--- src/rtl/sc_pkt_fifo_if.sv ---
`default_nettype none
// +----------------------------------------------------------------------+
// | sc_pkt_fifo_if : write/read bus of the packet-mode show-ahead FIFO   |
// | Rev 1.0                                                              |
// +----------------------------------------------------------------------+
interface sc_pkt_fifo_if #(
  parameter int DATA_WIDTH = 8,
  parameter int ADDR_WIDTH = 4
);
  logic [DATA_WIDTH-1:0] wr_data_i;
  logic                  wr_eop_i;
  logic                  wr_i;
  logic                  wr_drop_i;
  logic                  wr_full_o;
  logic                  wr_almost_full_o;
  logic                  overflow_o;
  logic [DATA_WIDTH-1:0] rd_data_o;
  logic                  rd_eop_o;
  logic                  rd_i;
  logic                  rd_empty_o;
  logic                  rd_almost_empty_o;
  logic [ADDR_WIDTH:0]   used_words_o;
  logic [ADDR_WIDTH:0]   pkt_cnt_o;

  modport master (
    output wr_data_i, wr_eop_i, wr_i, wr_drop_i, rd_i,
    input  wr_full_o, wr_almost_full_o, overflow_o, rd_data_o, rd_eop_o,
           rd_empty_o, rd_almost_empty_o, used_words_o, pkt_cnt_o
  );

  modport slave (
    input  wr_data_i, wr_eop_i, wr_i, wr_drop_i, rd_i,
    output wr_full_o, wr_almost_full_o, overflow_o, rd_data_o, rd_eop_o,
           rd_empty_o, rd_almost_empty_o, used_words_o, pkt_cnt_o
  );
endinterface
`default_nettype wire

--- src/rtl/sc_pkt_fifo.sv ---
`default_nettype none
// +----------------------------------------------------------------------+
// | sc_pkt_fifo : single-clock show-ahead FIFO, packet store-and-forward |
// | Rev 1.0                                                              |
// +----------------------------------------------------------------------+
module sc_pkt_fifo #(
  parameter int DATA_WIDTH   = 8,
  parameter int WORDS_AMOUNT = 16,
  parameter int ADDR_WIDTH   = $clog2(WORDS_AMOUNT),
  parameter int PKT_MODE     = 1,
  parameter int AFULL_LVL    = WORDS_AMOUNT - 2,
  parameter int AEMPTY_LVL   = 2
) (
  input  wire logic    clk_i,
  input  wire logic    rst_i,
  sc_pkt_fifo_if.slave bus
);

  localparam logic [ADDR_WIDTH:0] C_WORDS  = WORDS_AMOUNT[ADDR_WIDTH:0];
  localparam logic [ADDR_WIDTH:0] C_AFULL  = AFULL_LVL[ADDR_WIDTH:0];
  localparam logic [ADDR_WIDTH:0] C_AEMPTY = AEMPTY_LVL[ADDR_WIDTH:0];
  localparam logic [ADDR_WIDTH:0] C_ONE    = 1;

  logic [DATA_WIDTH:0]   mem [WORDS_AMOUNT];

  logic [ADDR_WIDTH:0]   wr_ptr_q, wr_ptr_d;
  logic [ADDR_WIDTH:0]   cm_ptr_q, cm_ptr_d;
  logic [ADDR_WIDTH:0]   rd_ptr_q, rd_ptr_d;
  logic [ADDR_WIDTH:0]   pkt_cnt_q, pkt_cnt_d;
  logic                  dao_q, dao_d;
  logic                  bad_q, bad_d;
  logic                  ovf_q, ovf_d;
  logic [DATA_WIDTH-1:0] rd_data_q;
  logic                  rd_eop_q;

  logic                  w_drop;
  logic                  w_commit_all;
  logic                  w_bad_en;
  logic [ADDR_WIDTH:0]   w_occ;
  logic [ADDR_WIDTH:0]   w_used;
  logic                  w_full;
  logic                  w_ovf_now;
  logic                  w_bad_now;
  logic                  w_abort;
  logic                  w_wr_req;
  logic                  w_dim;
  logic                  w_rd_req;
  logic                  w_rd_en;
  logic                  w_inc;
  logic                  w_dec;

  // Streaming mode commits every word and never enters the discard state.
  if (PKT_MODE != 0) begin : g_pkt
    assign w_drop       = bus.wr_drop_i;
    assign w_commit_all = 1'b0;
    assign w_bad_en     = 1'b1;
  end else begin : g_stream
    assign w_drop       = 1'b0;
    assign w_commit_all = 1'b1;
    assign w_bad_en     = 1'b0;
  end

  assign w_occ     = wr_ptr_q - rd_ptr_q + {{ADDR_WIDTH{1'b0}}, dao_q};
  assign w_used    = cm_ptr_q - rd_ptr_q + {{ADDR_WIDTH{1'b0}}, dao_q};
  assign w_full    = (w_occ == C_WORDS);
  assign w_ovf_now = bus.wr_i & w_full;
  assign w_bad_now = w_bad_en & (bad_q | w_ovf_now);
  // A corrupted packet ends at its eop (or an explicit drop) and is rolled back.
  assign w_abort   = w_bad_now & ((bus.wr_i & bus.wr_eop_i) | w_drop);
  assign w_wr_req  = bus.wr_i & ~w_full & ~w_drop & ~bad_q;

  assign w_dim     = (cm_ptr_q != rd_ptr_q);
  assign w_rd_req  = bus.rd_i & dao_q;
  assign w_rd_en   = w_dim & (~dao_q | w_rd_req);
  assign w_inc     = w_wr_req & bus.wr_eop_i;
  assign w_dec     = w_rd_req & rd_eop_q;

  always_comb begin
    wr_ptr_d  = wr_ptr_q;
    cm_ptr_d  = cm_ptr_q;
    rd_ptr_d  = rd_ptr_q;
    pkt_cnt_d = pkt_cnt_q;
    dao_d     = dao_q;
    bad_d     = w_bad_now;
    ovf_d     = w_ovf_now;

    if (w_abort) begin
      wr_ptr_d = cm_ptr_q;
      bad_d    = 1'b0;
    end else if (w_drop) begin
      wr_ptr_d = cm_ptr_q;
    end else if (w_wr_req) begin
      wr_ptr_d = wr_ptr_q + C_ONE;
      if (w_commit_all | bus.wr_eop_i) begin
        cm_ptr_d = wr_ptr_q + C_ONE;
      end
    end

    if (w_rd_en) begin
      rd_ptr_d = rd_ptr_q + C_ONE;
    end
    if (w_rd_req | ~dao_q) begin
      dao_d = w_dim;
    end

    case ({w_inc, w_dec})
      2'b10:   pkt_cnt_d = pkt_cnt_q + C_ONE;
      2'b01:   pkt_cnt_d = pkt_cnt_q - C_ONE;
      default: pkt_cnt_d = pkt_cnt_q;
    endcase
  end

  always_ff @(posedge clk_i or posedge rst_i) begin
    if (rst_i) begin
      wr_ptr_q  <= '0;
      cm_ptr_q  <= '0;
      rd_ptr_q  <= '0;
      pkt_cnt_q <= '0;
      dao_q     <= 1'b0;
      bad_q     <= 1'b0;
      ovf_q     <= 1'b0;
      rd_data_q <= '0;
      rd_eop_q  <= 1'b0;
    end else begin
      wr_ptr_q  <= wr_ptr_d;
      cm_ptr_q  <= cm_ptr_d;
      rd_ptr_q  <= rd_ptr_d;
      pkt_cnt_q <= pkt_cnt_d;
      dao_q     <= dao_d;
      bad_q     <= bad_d;
      ovf_q     <= ovf_d;
      if (w_rd_en) begin
        {rd_eop_q, rd_data_q} <= mem[rd_ptr_q[ADDR_WIDTH-1:0]];
      end
    end
  end

  always_ff @(posedge clk_i) begin
    if (w_wr_req) begin
      mem[wr_ptr_q[ADDR_WIDTH-1:0]] <= {bus.wr_eop_i, bus.wr_data_i};
    end
  end

  assign bus.wr_full_o         = w_full;
  assign bus.wr_almost_full_o  = (w_occ >= C_AFULL);
  assign bus.overflow_o        = ovf_q;
  assign bus.rd_data_o         = rd_data_q;
  assign bus.rd_eop_o          = rd_eop_q;
  assign bus.rd_empty_o        = ~dao_q;
  assign bus.rd_almost_empty_o = (w_used <= C_AEMPTY);
  assign bus.used_words_o      = w_used;
  assign bus.pkt_cnt_o         = pkt_cnt_q;

endmodule
`default_nettype wire

--- src/flat_wrapper.sv ---
// flat-port wrapper written by rule: the top's interface ports become plain ports
module sc_pkt_fifo_flat 
#(
  parameter int DATA_WIDTH   = 8,
  parameter int WORDS_AMOUNT = 16,
  parameter int ADDR_WIDTH   = $clog2(WORDS_AMOUNT),
  parameter int PKT_MODE     = 1,
  parameter int AFULL_LVL    = WORDS_AMOUNT - 2,
  parameter int AEMPTY_LVL   = 2
)
  (clk_i, rst_i, bus_wr_data_i, bus_wr_eop_i, bus_wr_i, bus_wr_drop_i, bus_rd_i, bus_wr_full_o, bus_wr_almost_full_o, bus_overflow_o, bus_rd_data_o, bus_rd_eop_o, bus_rd_empty_o, bus_rd_almost_empty_o, bus_used_words_o, bus_pkt_cnt_o);
  sc_pkt_fifo_if #(.DATA_WIDTH(DATA_WIDTH), .ADDR_WIDTH(ADDR_WIDTH)) bus_i ();
  input  wire logic clk_i;
  input  wire logic rst_i;
  input wire logic [$bits(bus_i.wr_data_i)-1:0] bus_wr_data_i;
  input wire logic [$bits(bus_i.wr_eop_i)-1:0] bus_wr_eop_i;
  input wire logic [$bits(bus_i.wr_i)-1:0] bus_wr_i;
  input wire logic [$bits(bus_i.wr_drop_i)-1:0] bus_wr_drop_i;
  input wire logic [$bits(bus_i.rd_i)-1:0] bus_rd_i;
  output wire logic [$bits(bus_i.wr_full_o)-1:0] bus_wr_full_o;
  output wire logic [$bits(bus_i.wr_almost_full_o)-1:0] bus_wr_almost_full_o;
  output wire logic [$bits(bus_i.overflow_o)-1:0] bus_overflow_o;
  output wire logic [$bits(bus_i.rd_data_o)-1:0] bus_rd_data_o;
  output wire logic [$bits(bus_i.rd_eop_o)-1:0] bus_rd_eop_o;
  output wire logic [$bits(bus_i.rd_empty_o)-1:0] bus_rd_empty_o;
  output wire logic [$bits(bus_i.rd_almost_empty_o)-1:0] bus_rd_almost_empty_o;
  output wire logic [$bits(bus_i.used_words_o)-1:0] bus_used_words_o;
  output wire logic [$bits(bus_i.pkt_cnt_o)-1:0] bus_pkt_cnt_o;
  assign bus_i.wr_data_i = bus_wr_data_i;
  assign bus_i.wr_eop_i = bus_wr_eop_i;
  assign bus_i.wr_i = bus_wr_i;
  assign bus_i.wr_drop_i = bus_wr_drop_i;
  assign bus_i.rd_i = bus_rd_i;
  assign bus_wr_full_o = bus_i.wr_full_o;
  assign bus_wr_almost_full_o = bus_i.wr_almost_full_o;
  assign bus_overflow_o = bus_i.overflow_o;
  assign bus_rd_data_o = bus_i.rd_data_o;
  assign bus_rd_eop_o = bus_i.rd_eop_o;
  assign bus_rd_empty_o = bus_i.rd_empty_o;
  assign bus_rd_almost_empty_o = bus_i.rd_almost_empty_o;
  assign bus_used_words_o = bus_i.used_words_o;
  assign bus_pkt_cnt_o = bus_i.pkt_cnt_o;
  sc_pkt_fifo #(.DATA_WIDTH(DATA_WIDTH), .WORDS_AMOUNT(WORDS_AMOUNT), .ADDR_WIDTH(ADDR_WIDTH), .PKT_MODE(PKT_MODE), .AFULL_LVL(AFULL_LVL), .AEMPTY_LVL(AEMPTY_LVL)) u_core (.clk_i(clk_i), .rst_i(rst_i), .bus(bus_i));
endmodule
--- config.mk ---
export PLATFORM = sky130hd
export DESIGN_NAME = sc_pkt_fifo_flat
export DESIGN_NICKNAME = d
export VERILOG_FILES = /design/src/rtl/sc_pkt_fifo_if.sv /design/src/rtl/sc_pkt_fifo.sv /design/src/flat_wrapper.sv
export SDC_FILE = /design/constraint.sdc
export NUM_CORES = 1
export LEC_CHECK = 0
export BUFFER_PORTS_ARGS = -buffer_cell sky130_fd_sc_hd__clkbuf_2
export CAP_MARGIN = 20
export CORE_MARGIN = 1.5
export CORE_UTILIZATION = 49
export DETAILED_ROUTE_END_ITERATION = 12
export PLACE_DENSITY = 0.73
export SLEW_MARGIN = 20
export SYNTH_ARGS = -nofsm -noshare
export SYNTH_HDL_FRONTEND = slang
export SYNTH_SLANG_ARGS = --single-unit
--- constraint.sdc ---
create_clock -name clk_i -period 5.58 [get_ports clk_i]
set_clock_uncertainty 0.15 [all_clocks]
set_input_delay 0.279 -clock clk_i [delete_from_list [all_inputs] [get_ports clk_i]]
set_output_delay 0.279 -clock clk_i [all_outputs]
set_load 0.03 [all_outputs]
==> reports/metrics.yaml <==
grt:
  grt_antenna_before_repair: 0
  grt_pass1_wl_um: 23000
  grt_pass1_vias: 3921
  grt_max_degree: 41
  grt_overflow: 0
  track_usage_pct: 19.5
critical_path:
  critical_path_required_ns: 5.74
  cpMaxStageDelayCell: "dfrtp_1"
  critPathArrivalTime_ns: 4.56
  critical_path_buf_inv_count: 4
  cpPeakStageDelay_ns: 0.43
  worstPathMaxFanout: 11
  rr_worst_depth: 20
  critical_path_class: "flop to flop"
  crit_cells: 20
  critical_path.cell_chain: "inv_1 > ha_1 > inv_1 > ha_1 > inv_1 > fa_1 > xor2_1 > and3b_1 > o21ai_1 > o211ai_2 > buf_4 > ha_1 > xor2_1 > ha_1 > o21a_1 > o22a_1 > a21oi_1 > xor2_1 > nor2_1 > xor2_1"
  critPathTopFamily: "adder cells"
  critPathCaptureType: "flop"
  cp-start-kind: "flop"
yosys:
  synthTopCellsByArea: "edfxtp_1 (56%), mux4_2 (11%), dfrtp_1 (10%)"
  yosys.area.top_type: "edfxtp_1"
  ys_warn_count: 0
  ys_seq_area_share_pct: 66.6
  syn_nets: 458
  synth_most_common_cell: "edfxtp_1"
  synthFlopType: "edfxtp_1"
  netlist_instances: 417
  synth_edf_count: 144
  async_flop_share_pct: 18.2
  syn_area_per_cell_um2: 18.4
  yosysTopAreaCellShare_pct: 56.2
  synth.distinct_cells: 49
  ys_ff_latch: 176
  synthTopCellsByCount: "edfxtp_1 (144), mux4_2 (37), dfrtp_1 (32)"
  syn-cell-area_mm2: 0.00769
pwr:
  power.share.switching_pct: 37.6
  pwr-share-clk_pct: 23.2
  p_per_area_mw_per_mm2: 599
  peakVddDrop_v: 0.000462
  p_leak_nw: 3.25
  power_switching_w: 0.00196
  internal_power_w: 0.00326
  power_frac_seq_pct: 33.1
  p_comb_share_pct: 43.7
timing:
  finalWorstSetupSlack_ns: 1.18
  slew_headroom_pct: 26.6
  min_period_over_period_pct: 78.9
  slew_viol_final: 0
  min_period_ns: 4.40
  fmax_mhz: 227
  fin_setup_tns_ns: 0
  setup_viol: 0
  tightestPinTransition_ns: 1.10
  rsz0062_at_grt: "no"
  hold_viol: 0
floorplan:
  die_x_um: 128
  rows: 45
  die_area_mm2: 0.0165
  start_util_pct: 50.4
  pin_count: 38
  core_mm2: 0.0153
  die-height_um: 128
clock_tree:
  clk_pin_slew_ns: 0.06
  clk_path_buf_depth: 2
  root_buffer: "clkbuf_16"
  cts_tree: "built"
  clk_latency_ns: 0.43
  cts_buffers: 17
  post_cts_resized: 0
  htreeDepth: 4
  cts.sinks: 176
flow_run:
  max_cap_violations: 0
placed_design:
  place_hpwl_um: 9220
  dp.cells: 655
  dpl_worst_slack_ns: 1.21
  placed_area_mm2: 0.00808
  gp_congestion: 0.824
  port_buffers: 37
cells_and_area:
  finalInstanceArea_mm2: 0.00873
  n_antenna_cell: 0
  utilization_pct: 57.2
  nets: 507
  area_growth_pct: 13.4
  layout-drive-gt1-share_pct: 27.6
  finalNonFillerCells: 690
detailed_routing:
  antenna_left: 0
  firstDrtPassIters: 5
  drtIter0Drc: 373
  viasPerCell: 5.58
  drt-total-wl_um: 14700
  via_count: 3850
  wl_per_cell_um: 21.4
  drc_errors: 0
min_path:
  hold_path.class: "primary input to flop"
  hold_depth: 3
run_status:
  status: "finished clean"
-- path summary, 6_finish.rpt --
path	from	endpoint	slack [ns]
max in group asynchronous	rst_i	u_core.rd_ptr_q[0]	4.59
worst min register to register	u_core.bus.pkt_cnt_o[4]	u_core.bus.pkt_cnt_o[4]	0.32
worst max-delay path	u_core.wr_ptr_q[0]	u_core.bus.pkt_cnt_o[4]	1.18
worst min-delay path	bus_wr_i	u_core.bus.overflow_o	0.04
min in group asynchronous	rst_i	u_core.bus.rd_data_o[7]	0.32
worst max register to register	u_core.wr_ptr_q[0]	u_core.bus.pkt_cnt_o[4]	1.18
-- cells in the final DEF, fill, tap and decap left out, types with 3 or more instances in the layout --
cell type / n
and3_1: 17
mux4_2: 37
ha_1: 25
dfrtp_1: 31
o21ai_0: 9
mux2_2: 5
xor2_1: 13
bufinv_16: 3
clkbuf_2: 37
xnor2_1: 12
nor3_1: 6
mux2_4: 9
buf_4: 5
nand4_1: 3
a21oi_1: 6
clkbuf_16: 17
inv_8: 3
nor2_1: 10
dlygate4sd3_1: 3
mux4_1: 8
nand2_1: 13
inv_1: 16
edfxtp_1: 144
-- routing by layer --
metal,GRT usage [%],wire length [um],up-vias
li1,-,-,1761
met5,0,0,-
met1,26.2,6250,1979
met2,32.3,7540,97
met3,3.63,748,13
met4,6.94,192,0
-- through the flow --
step	power, W	hold WS (ns)
after floorplan	0.00351	0.202
after global routing	0.00550	0.0298
after global placement	0.00394	0.231
after CTS	0.00525	0.00802
final	0.00523	0.0435
after detailed placement	0.00403	0.237
-- timing repair --
| item | in CTS | in global routing |
|---|---|---|
| endpoints found under the hold margin | 34 | 0 |
| endpoints found under the setup margin | 0 | 0 |
| hold buffers | 3 | 0 |
| setup buffers | 0 | 0 |
-- tightest hold or removal path, delay by kind of cell --
kind,cells,cell delay (ns)
AND/OR/NAND/NOR,1,0.08
buffers and inverters,2,0.20
-- cells by family after synthesis --
logic type	share of synthesized area, %
xor+xnor	3.27
buf+inv	2.13
flops	66.6
mux	16.2
compound gates	3.06
fa+ha+maj	4.59
simple gates	4.16
-- final cells by class --
class,instances,area (um2)
clock buffer,19,433
sequential,176,5130
fill,1130,6530
tap,211,264
clock inverter,13,179
inverter,17,63.8
multi-input combinational,209,2410
timing repair buffer,45,253
-- sequential cells by signal, indices dropped and copies added (netlist names) --
| signal | flops |
|---|---|
| u_core.bad_q | 1 |
| u_core.bus.overflow_o | 1 |
| u_core.bus.pkt_cnt_o | 5 |
| u_core.bus.rd_data_o | 8 |
| u_core.bus.rd_eop_o | 1 |
| u_core.cm_ptr_q | 5 |
| u_core.dao_q | 1 |
| u_core.mem | 144 |
| u_core.rd_ptr_q | 5 |
| u_core.wr_ptr_q | 5 |
-- power groups by stage --
stage / combinational (W) / clock, W / sequential, W
global route: 0.00246 / 0.00129 / 0.00175
CTS: 0.00228 / 0.00123 / 0.00173
detailed placement: 0.00227 / 0 / 0.00176
global placement: 0.00220 / 0 / 0.00175
finish: 0.00228 / 0.00121 / 0.00173
floorplan: 0.00170 / 0 / 0.00181
Power figures use the tool's default switching activity.
